$ cat config.mk
export PLATFORM = sky130hd
export DESIGN_NAME = vx_lsu_commit_gather
export DESIGN_NICKNAME = d
export VERILOG_FILES = /design/src/rtl/vx_gpu_pkg.sv /design/src/rtl/vx_lsu_gather_slot.sv /design/src/rtl/vx_lsu_commit_gather.sv
export SDC_FILE = /design/constraint.sdc
export NUM_CORES = 2
export LEC_CHECK = 0
export ABC_AREA = 1
export BUFFER_PORTS_ARGS = -buffer_cell sky130_fd_sc_hd__buf_2
export CAP_MARGIN = 10
export CORE_MARGIN = 4
export CORE_UTILIZATION = 30
export CTS_CLUSTER_SIZE = 8
export DETAILED_ROUTE_END_ITERATION = 8
export GPL_TIMING_DRIVEN = 0
export PLACE_DENSITY_LB_ADDON = 0.15
export SLEW_MARGIN = 5
export SYNTH_ARGS = -nofsm -noshare
export SYNTH_HDL_FRONTEND = slang
export SYNTH_SLANG_ARGS = --single-unit
$ cat constraint.sdc
create_clock -name clk -period 7.6 [get_ports clk]
set_clock_uncertainty 0.1 [all_clocks]
set_input_delay 0.38 -clock clk [delete_from_list [all_inputs] [get_ports clk]]
set_output_delay 0.38 -clock clk [all_outputs]
set_load 0.02 [all_outputs]
$ cat src/rtl/vx_gpu_pkg.sv
// Shared GPU definitions for the LSU commit path.
// Slot-index width derivation and the default commit payload type.
package vx_gpu_pkg;

    localparam int COMMIT_DATA_W = 128;

    // Lanes, tag and data are packed by the caller into one flat word.
    typedef logic [COMMIT_DATA_W-1:0] commit_data_t;

    function automatic int isw_width(input int n);
        return (n > 1) ? $clog2(n) : 1;
    endfunction

endpackage

$ cat src/rtl/vx_lsu_gather_slot.sv
// One issue-slot sink: round-robin pick among requesting blocks,
// then a small FIFO presenting its head as the slot's commit.
module vx_lsu_gather_slot
    import vx_gpu_pkg::*;
#(
    parameter int NUM_BLOCKS = 2,
    parameter int DATA_W     = 128,
    parameter int DEPTH      = 4
) (
    input  logic                         clk,
    input  logic                         reset,
    input  logic [NUM_BLOCKS-1:0]        req,
    input  logic [NUM_BLOCKS*DATA_W-1:0] req_data,
    output logic [NUM_BLOCKS-1:0]        grant,
    output logic                         valid,
    output logic [DATA_W-1:0]            data,
    input  logic                         ready
);

    localparam int BLK_W = isw_width(NUM_BLOCKS);
    localparam int PTR_W = $clog2(DEPTH);
    localparam int CNT_W = PTR_W + 1;

    logic [BLK_W-1:0]  rr_ptr;
    logic [BLK_W-1:0]  win;
    logic              found;
    logic              push;
    logic              pop;
    logic [CNT_W-1:0]  count;
    logic [PTR_W-1:0]  wr_ptr;
    logic [PTR_W-1:0]  rd_ptr;
    logic [DATA_W-1:0] wr_data;
    logic [DATA_W-1:0] mem [DEPTH];

    function automatic logic [BLK_W-1:0] rr_idx(
        input logic [BLK_W-1:0] p,
        input int               i
    );
        return BLK_W'((int'(p) + i) % NUM_BLOCKS);
    endfunction

    always_comb begin
        found = 1'b0;
        win   = '0;
        for (int i = 0; i < NUM_BLOCKS; i++) begin
            if (!found && req[rr_idx(rr_ptr, i)]) begin
                found = 1'b1;
                win   = rr_idx(rr_ptr, i);
            end
        end
    end

    // Full check uses the registered count only, so ready never
    // depends on this cycle's downstream pop.
    always_comb begin
        push  = found && (count != CNT_W'(DEPTH)) && !reset;
        grant = '0;
        if (push) begin
            grant[win] = 1'b1;
        end
    end

    assign wr_data = req_data[win*DATA_W +: DATA_W];
    assign valid   = (count != '0);
    assign data    = mem[rd_ptr];
    assign pop     = valid && ready;

    always_ff @(posedge clk) begin
        if (reset) begin
            count  <= '0;
            wr_ptr <= '0;
            rd_ptr <= '0;
            rr_ptr <= '0;
        end else begin
            count <= count + CNT_W'(push) - CNT_W'(pop);
            if (push) begin
                wr_ptr <= wr_ptr + 1'b1;
                rr_ptr <= (int'(win) == NUM_BLOCKS - 1) ? '0 : win + 1'b1;
            end
            if (pop) begin
                rd_ptr <= rd_ptr + 1'b1;
            end
        end
    end

    always_ff @(posedge clk) begin
        if (push) begin
            mem[wr_ptr] <= wr_data;
        end
    end

endmodule

$ cat src/rtl/vx_lsu_commit_gather.sv
// Gathers commits from LSU blocks into per-issue-slot queues.
// Holds request decode, ready merge and the stall counter.
module vx_lsu_commit_gather
    import vx_gpu_pkg::*;
#(
    parameter int  NUM_BLOCKS  = 2,
    parameter int  ISSUE_WIDTH = 4,
    parameter int  DATA_W      = $bits(commit_data_t),
    parameter int  OUT_DEPTH   = 4,
    localparam int ISW_W       = isw_width(ISSUE_WIDTH)
) (
    input  logic                          clk,
    input  logic                          reset,
    input  logic [NUM_BLOCKS-1:0]         in_valid,
    input  logic [NUM_BLOCKS*ISW_W-1:0]   in_isw,
    input  logic [NUM_BLOCKS*DATA_W-1:0]  in_data,
    output logic [NUM_BLOCKS-1:0]         in_ready,
    output logic [ISSUE_WIDTH-1:0]        out_valid,
    output logic [ISSUE_WIDTH*DATA_W-1:0] out_data,
    input  logic [ISSUE_WIDTH-1:0]        out_ready,
    output logic [31:0]                   perf_stalls
);

    logic [ISW_W-1:0]      isw   [NUM_BLOCKS];
    logic [NUM_BLOCKS-1:0] req   [ISSUE_WIDTH];
    logic [NUM_BLOCKS-1:0] grant [ISSUE_WIDTH];
    logic                  stall;

    // Out-of-range slot indices match no slot, so such a block stalls.
    always_comb begin
        for (int b = 0; b < NUM_BLOCKS; b++) begin
            isw[b] = in_isw[b*ISW_W +: ISW_W];
        end
        for (int s = 0; s < ISSUE_WIDTH; s++) begin
            for (int b = 0; b < NUM_BLOCKS; b++) begin
                req[s][b] = in_valid[b] && (isw[b] == ISW_W'(s));
            end
        end
    end

    for (genvar s = 0; s < ISSUE_WIDTH; s++) begin : g_slot
        vx_lsu_gather_slot #(
            .NUM_BLOCKS (NUM_BLOCKS),
            .DATA_W     (DATA_W),
            .DEPTH      (OUT_DEPTH)
        ) u_slot (
            .clk      (clk),
            .reset    (reset),
            .req      (req[s]),
            .req_data (in_data),
            .grant    (grant[s]),
            .valid    (out_valid[s]),
            .data     (out_data[s*DATA_W +: DATA_W]),
            .ready    (out_ready[s])
        );
    end

    always_comb begin
        in_ready = '0;
        for (int s = 0; s < ISSUE_WIDTH; s++) begin
            in_ready = in_ready | grant[s];
        end
    end

    assign stall = |(in_valid & ~in_ready);

    always_ff @(posedge clk) begin
        if (reset) begin
            perf_stalls <= '0;
        end else if (stall && (perf_stalls != '1)) begin
            perf_stalls <= perf_stalls + 32'd1;
        end
    end

    for (genvar b = 0; b < NUM_BLOCKS; b++) begin : g_chk
        a_isw_range : assert property (
            @(posedge clk) disable iff (reset)
            in_valid[b] |-> ({1'b0, isw[b]} < (ISW_W+1)'(ISSUE_WIDTH))
        );
    end

endmodule

After elaboration in Yosys (flattened, before gate mapping)

Memory sizes are Yosys's and may differ from the RTL's. A register that Yosys moved wholly into a read port is not among the register bits.
Cells that the tools add are included.

Bitwise operators: 5
Equal/unequal tests: 11
Mux-type cells: 64
Reduce and logical (&&, ||, !) cells: 41
$add $sub $neg: 25
Shifts and indexed selects: 4
Order comparisons: 16

Operators by type and width:

| kind                                                                  | number |
|---|---|
| 256-bit by 9-bit indexed part select with 128-bit output              | 4 |
| 1-bit 2-to-1 mux                                                      | 48 |
| 32-bit by 1-bit adder with 32-bit output (second input constant)      | 1 |
| 32-bit inequality test (second input constant)                        | 1 |
| 1-bit logical AND                                                     | 29 |
| 1-bit by 2-bit < comparator with 1-bit output (second input constant) | 12 |
| 2-bit 2-to-1 mux                                                      | 12 |
| 2-bit by 1-bit adder with 2-bit output (second input constant)        | 8 |
| 3-bit by 1-bit adder with 3-bit output                                | 4 |
| 3-bit inequality test (second input constant)                         | 4 |
| 3-bit nonzero test                                                    | 4 |
| 3-bit by 1-bit subtractor with 3-bit output                           | 4 |
| 1-bit adder (second input constant)                                   | 8 |
| 2-bit == test (second input constant)                                 | 4 |
| 2-bit bitwise OR                                                      | 3 |
| 1-bit logical NOT                                                     | 5 |
| 1-bit demux with 1-bit select                                         | 4 |
| 2-bit by 1-bit == test with 1-bit output (second input constant)      | 2 |
| 1-bit >= comparator (second input constant)                           | 4 |
| 2-bit logical NOT                                                     | 2 |
| 2-bit bitwise AND                                                     | 1 |
| 2-bit NOT                                                             | 1 |
| 2-bit OR reduction                                                    | 1 |

Memories: 4
Bits in writable memories: 2048
Bits of input ports: 268
Register bits: 64
Output and inout bits: 550

Memory list:

| memory               | depth | width | rd ports | clocked after memory_dff | wr ports | RTL line                 | source |
|---|---|---|---|---|---|---|---|
| g_slot[0].u_slot.mem | 4     | 128   | 1        | 1                        | 1        | vx_lsu_gather_slot.sv:33 | `logic [DATA_W-1:0] mem [DEPTH];` |
| g_slot[1].u_slot.mem | 4     | 128   | 1        | 1                        | 1        | vx_lsu_gather_slot.sv:33 |  |
| g_slot[2].u_slot.mem | 4     | 128   | 1        | 1                        | 1        | vx_lsu_gather_slot.sv:33 |  |
| g_slot[3].u_slot.mem | 4     | 128   | 1        | 1                        | 1        | vx_lsu_gather_slot.sv:33 |  |

Depth between registers and ports, before layout

Word-level depth: 20
Gate-level depth with buffers: 14

Hierarchy

From an unflattened synthesis, not the netlist that was laid out.

Cell total of the unflattened synthesis: 7260
Area total of the unflattened synthesis: 86673.1 um^2

By module, submodules not included:

| module                                | instances | area an instance (um^2) | cells each | seq. area each (um^2) |
|---|---|---|---|---|
| vx_lsu_gather_slot (g_slot[3].u_slot) | 1         | 21175.3                 | 1729       | 15574.9 |
| vx_lsu_gather_slot (g_slot[2].u_slot) | 1         | 21139.0                 | 1729       | 15574.9 |
| vx_lsu_gather_slot (g_slot[0].u_slot) | 1         | 21112.7                 | 1729       | 15574.9 |
| vx_lsu_gather_slot (g_slot[1].u_slot) | 1         | 21110.2                 | 1729       | 15574.9 |
| vx_lsu_commit_gather                  | 1         | 2135.8                  | 344        | 640.6 |

Least setup slack after synthesis

No wires, ideal clock.

Path type: input -> register
Start point: input in_valid[0]
End point: memory g_slot[1].u_slot.mem[0][0], enable pin
Arrival time: 6310 ps
Stages on the path: 6
Setup time: 617 ps
Slack: 573 ps
Cells stage by stage: buf_4 nand2_1 o21ai_1 nand2_1 clkbuf_1 nor2_1

Longest elaborated chain between the ends: 11

Ends and longest elaborated chain:

| element                                              | RTL line                   | source |
|---|---|---|
| from (decl)                                          | vx_lsu_commit_gather.sv:14 | `input logic [NUM_BLOCKS-1:0] in_valid,` |
| 1-bit logical AND *                                  | vx_lsu_commit_gather.sv:36 | `req[s][b] = in_valid[b] && (isw[b] == ISW_W'(s));` |
| 1-bit 2-to-1 mux (implied by the code) (2 in series) | vx_lsu_gather_slot.sv:46   | `if (!found && req[rr_idx(rr_ptr, i)]) begin` |
| 1-bit 2-to-1 mux                                     | vx_lsu_gather_slot.sv:46   |  |
| 1-bit logical NOT                                    | vx_lsu_gather_slot.sv:46   |  |
| 1-bit logical AND                                    | vx_lsu_gather_slot.sv:46   |  |
| 1-bit 2-to-1 mux *                                   | vx_lsu_gather_slot.sv:46   |  |
| 1-bit logical AND * (2 in series)                    | vx_lsu_gather_slot.sv:56   | `push = found && (count != CNT_W'(DEPTH)) && !reset;` |
| 1-bit 2-to-1 mux *                                   | vx_lsu_gather_slot.sv:87   | `if (push) begin` |
| 1-bit 2-to-1 mux (implied by the code) *             | vx_lsu_gather_slot.sv:88   | `mem[wr_ptr] <= wr_data;` |
| to (decl)                                            | vx_lsu_gather_slot.sv:33   |  |

Every way passes the cells marked *; elsewhere a longest branch is shown, timed or not. The select of a mux whose other input is x is not followed.

==> results_dict.tcl <==
set metrics [dict create \
    status "finished, final reports clean" \
    seq_area_frac_synth_pct 74.5 \
    clockBufferDepth 4 \
    tightest_slew_ps 1390 \
    post_cts_resized 0 \
    cts_sinks 2120 \
    design_area_um2 108000 \
    syn_area_um2 84500 \
    cp_num_buf_inv 5 \
    floorplan.io_pins 818 \
    insertion_delay_ps 960 \
    antenna_found_initial 83 \
    finalPower_mw 35.6 \
    cp-end-kind "primary output" \
    swShare_pct 35.2 \
    start_kind "flip-flop" \
    start_util_pct 30.2 \
    postSynthAreaPerCell_um2 12.4 \
    rows 194 \
    max_stage_delay_ps 980 \
    gp_congestion 0.850 \
    synth-edff-count 2048 \
    drive_gt1_share_pct 16.7 \
    clock.fmax_mhz 151 \
    period_needed_ps 6620 \
    place_area_um2 96300 \
    chipWidth_um 539 \
    syn2layout_area_growth_pct 27.7 \
    die_h_um 539 \
    power.share.combinational_pct 27.3 \
    p_int_mw 23.1 \
    p_per_area_nw_per_um2 330 \
    final_hold_viol_count 0 \
    worstPathCellList "buf_2 > buf_2 > buf_2 > clkbuf_1 > nor2_1 > o22ai_1 > buf_2" \
    crit_path_frequent_cell "buf_2" \
    dieArea_um2 290000 \
    period_share_pct 87.1 \
    core_um2 280000 \
    multi_input_area_um2 19000 \
    ant_nets 0 \
    fillers 27000 \
    regArea_um2 62900 \
    stdcell_count 12200 \
    switchingPower_mw 12.5 \
    post-route-drc-count 0 \
    crit_fanout 11 \
    cts_setup_buffers 0 \
    ys_warn_count 0 \
    leakage_nw 38.2 \
    hold_path_class "in2reg" \
    grt_pass1_vias 61800 \
    synth_nets 7103 \
    avgViaCountPerCell 5.34 \
    grt_first_pass_wirelength_um 529000 \
    ir_worst_vdd_mv 0.239 \
    tns_ps 0 \
    synthArstFlopShare_pct 0 \
    cp_top_family "buffers and inverters" \
    hpwl_um 288000 \
    required_ps 7120 \
    rsz0062_at_grt "false" \
    synth_cell_types 30 \
    drt_first_pass_iters 7 \
    cts_tree "done" \
    drt-total-wl_um 397000 \
    routedWlPerCell_um 32.5 \
    root_buffer "clkbuf_16" \
    arrival_ps 6140 \
    seqPwrFrac_pct 37.7 \
    max_cap_viol_count 0 \
    slew_violations 0 \
    cts-htree-levels 5 \
    synth_cells 6806 \
    critPathSlowestCell "buf_2" \
    numPortBuffers 816 \
    pwr-share-clk_pct 35.0 \
    holdWs_ps 44.8 \
    grt_max_degree 26 \
    fin_nets 8671 \
    ys_ff_latch 2120 \
    cts_buffers 317 \
    final-setup-viol-count 0 \
    clkTransAtPathRegs_ps 50 \
    grtUsageTotal_pct 26.4 \
    slew_headroom_pct 6.52 \
    drtIter0Drc 7953 \
    overflow 0 \
    dp.cells 11500 \
    path_class "reg2out" \
    vias 65200 \
    ys.flop_type "edfxtp_1" \
]
## sequential cells by signal, summed over array words and instances, names as in the netlist, named ones only
name / flops
g_slot.u_slot.rr_ptr: 4
g_slot.u_slot.count: 12
g_slot.u_slot.wr_ptr: 8
g_slot.u_slot.rd_ptr: 8
perf_stalls: 32
g_slot.u_slot.mem: 2048
## worst reg2reg max path, delay by kind of cell, from the launching register on
family | cells | cell delay [ps]
AOI/OAI and AO/OA | 1 | 110
buffers and inverters | 4 | 2630
DFF | 1 | 300
and+or+nand+nor | 3 | 520
## layout by cell type, fill, tap and decap left out, drive strengths merged, types with 2 or more instances in the layout
cell,instances
edfxtp,2048
o21ai,1560
nor2,1094
buf,1006
clkbuf,778
nand2,638
o22ai,512
dlygate4sd3,297
inv,219
dfxtp,72
a21oi,55
diode,53
nand3,53
ha,25
xor2,24
nor3,12
clkinv,8
nand4,6
xnor2,5
nand3b,4
a211oi,4
fa,4
nor3b,2
bufinv,2
## power by group through the flow
| stage | Combinational, mW | Clock (mW) | Sequential, mW |
|---|---|---|---|
| finish | 9.72 | 12.5 | 13.4 |
| global route | 10.2 | 13.1 | 13.4 |
| CTS | 9.74 | 12.7 | 13.4 |
| detailed placement | 9.57 | 0 | 13.7 |
| global placement | 9.34 | 0 | 13.8 |
| floorplan | 4.43 | 0 | 13.6 |
## stage by stage
step | worst slack (ps) | util (%)
4_1_cts | 897 | 38.5
5_1_grt | 919 | 38.5
2_1_floorplan | 573 | -
3_5_place_dp | 1900 | 34.4
3_3_place_gp | -6500 | 33.3
6_report | 982 | 38.5
## cell usage after synthesis (5+ instances only)
cell type	n	area [µm²]
buf_1	34	128
edfxtp_1	2048	61500
nand3_1	52	260
nand2_1	633	2380
xor2_1	24	210
nand4_1	6	37.5
ha_1	25	313
nor2_1	1091	4100
o21ai_0	1559	7800
nand2_2	5	31.3
o22ai_1	512	3200
buf_2	12	60.1
nor3_1	10	50.1
a21oi_1	55	275
clkbuf_1	414	1550
dfxtp_1	72	1440
buf_4	8	60.1
xnor2_1	5	43.8
inv_1	215	807
## repair_timing
item | CTS | global route
endpoints found under the setup margin | 0 | 0
hold endpoints to repair | 1834 | 0
hold buffers | 297 | 0
## cell type report
type | instances | area share [%]
flip-flops and latches | 2120 | 58.3
repair buffers | 1249 | 9.24
clock inverters | 13 | 0.181
inverters | 216 | 0.752
clock buffers | 361 | 7.61
plain buffers | 471 | 1.78
multi-input cells | 3999 | 17.6
diodes | 53 | 0.123
well taps | 3724 | 4.32
## cell families after synthesis
kind of cell,after synthesis,share of synthesized area (%)
AOI/OAI and AO/OA,2131,13.4
adders and majority gates,29,0.465
DFF,2120,74.5
and+or+nand+nor,1810,8.23
buffers and inverters,687,3.13
xor gates and xnor gates,29,0.301
## path summary, 6_finish.rpt
kind                                                               end  slack, ps                            startpoint  depth (start not counted)
worst max-delay path                                     out_data[364]        980                             flip-flop                          7
worst min-delay path            g_slot[0].u_slot.mem[3][122]$_DFFE_PP_         40                          in_data[250]                          3
worst max register to register   g_slot[2].u_slot.mem[3][93]$_DFFE_PP_       3840  g_slot[2].u_slot.rr_ptr$_SDFFE_PP0P_                          8
worst min register to register    g_slot[1].u_slot.count[2]$_SDFF_PP0_        370  g_slot[1].u_slot.count[2]$_SDFF_PP0_                          1
## metal layers
metal / vias up / track usage, % / share of wire [%] / routed length [µm]
met3: 560 / 5.35 / 9.1 / 36000
met5: - / 0 / 0.014 / 56
li1: 28000 / - / - / -
met1: 33100 / 36.2 / 41 / 164000
met2: 3485 / 40.3 / 45 / 178000
met4: 10 / 11.8 / 4.8 / 18900
Note: power is estimated with default switching activity, not from simulation.
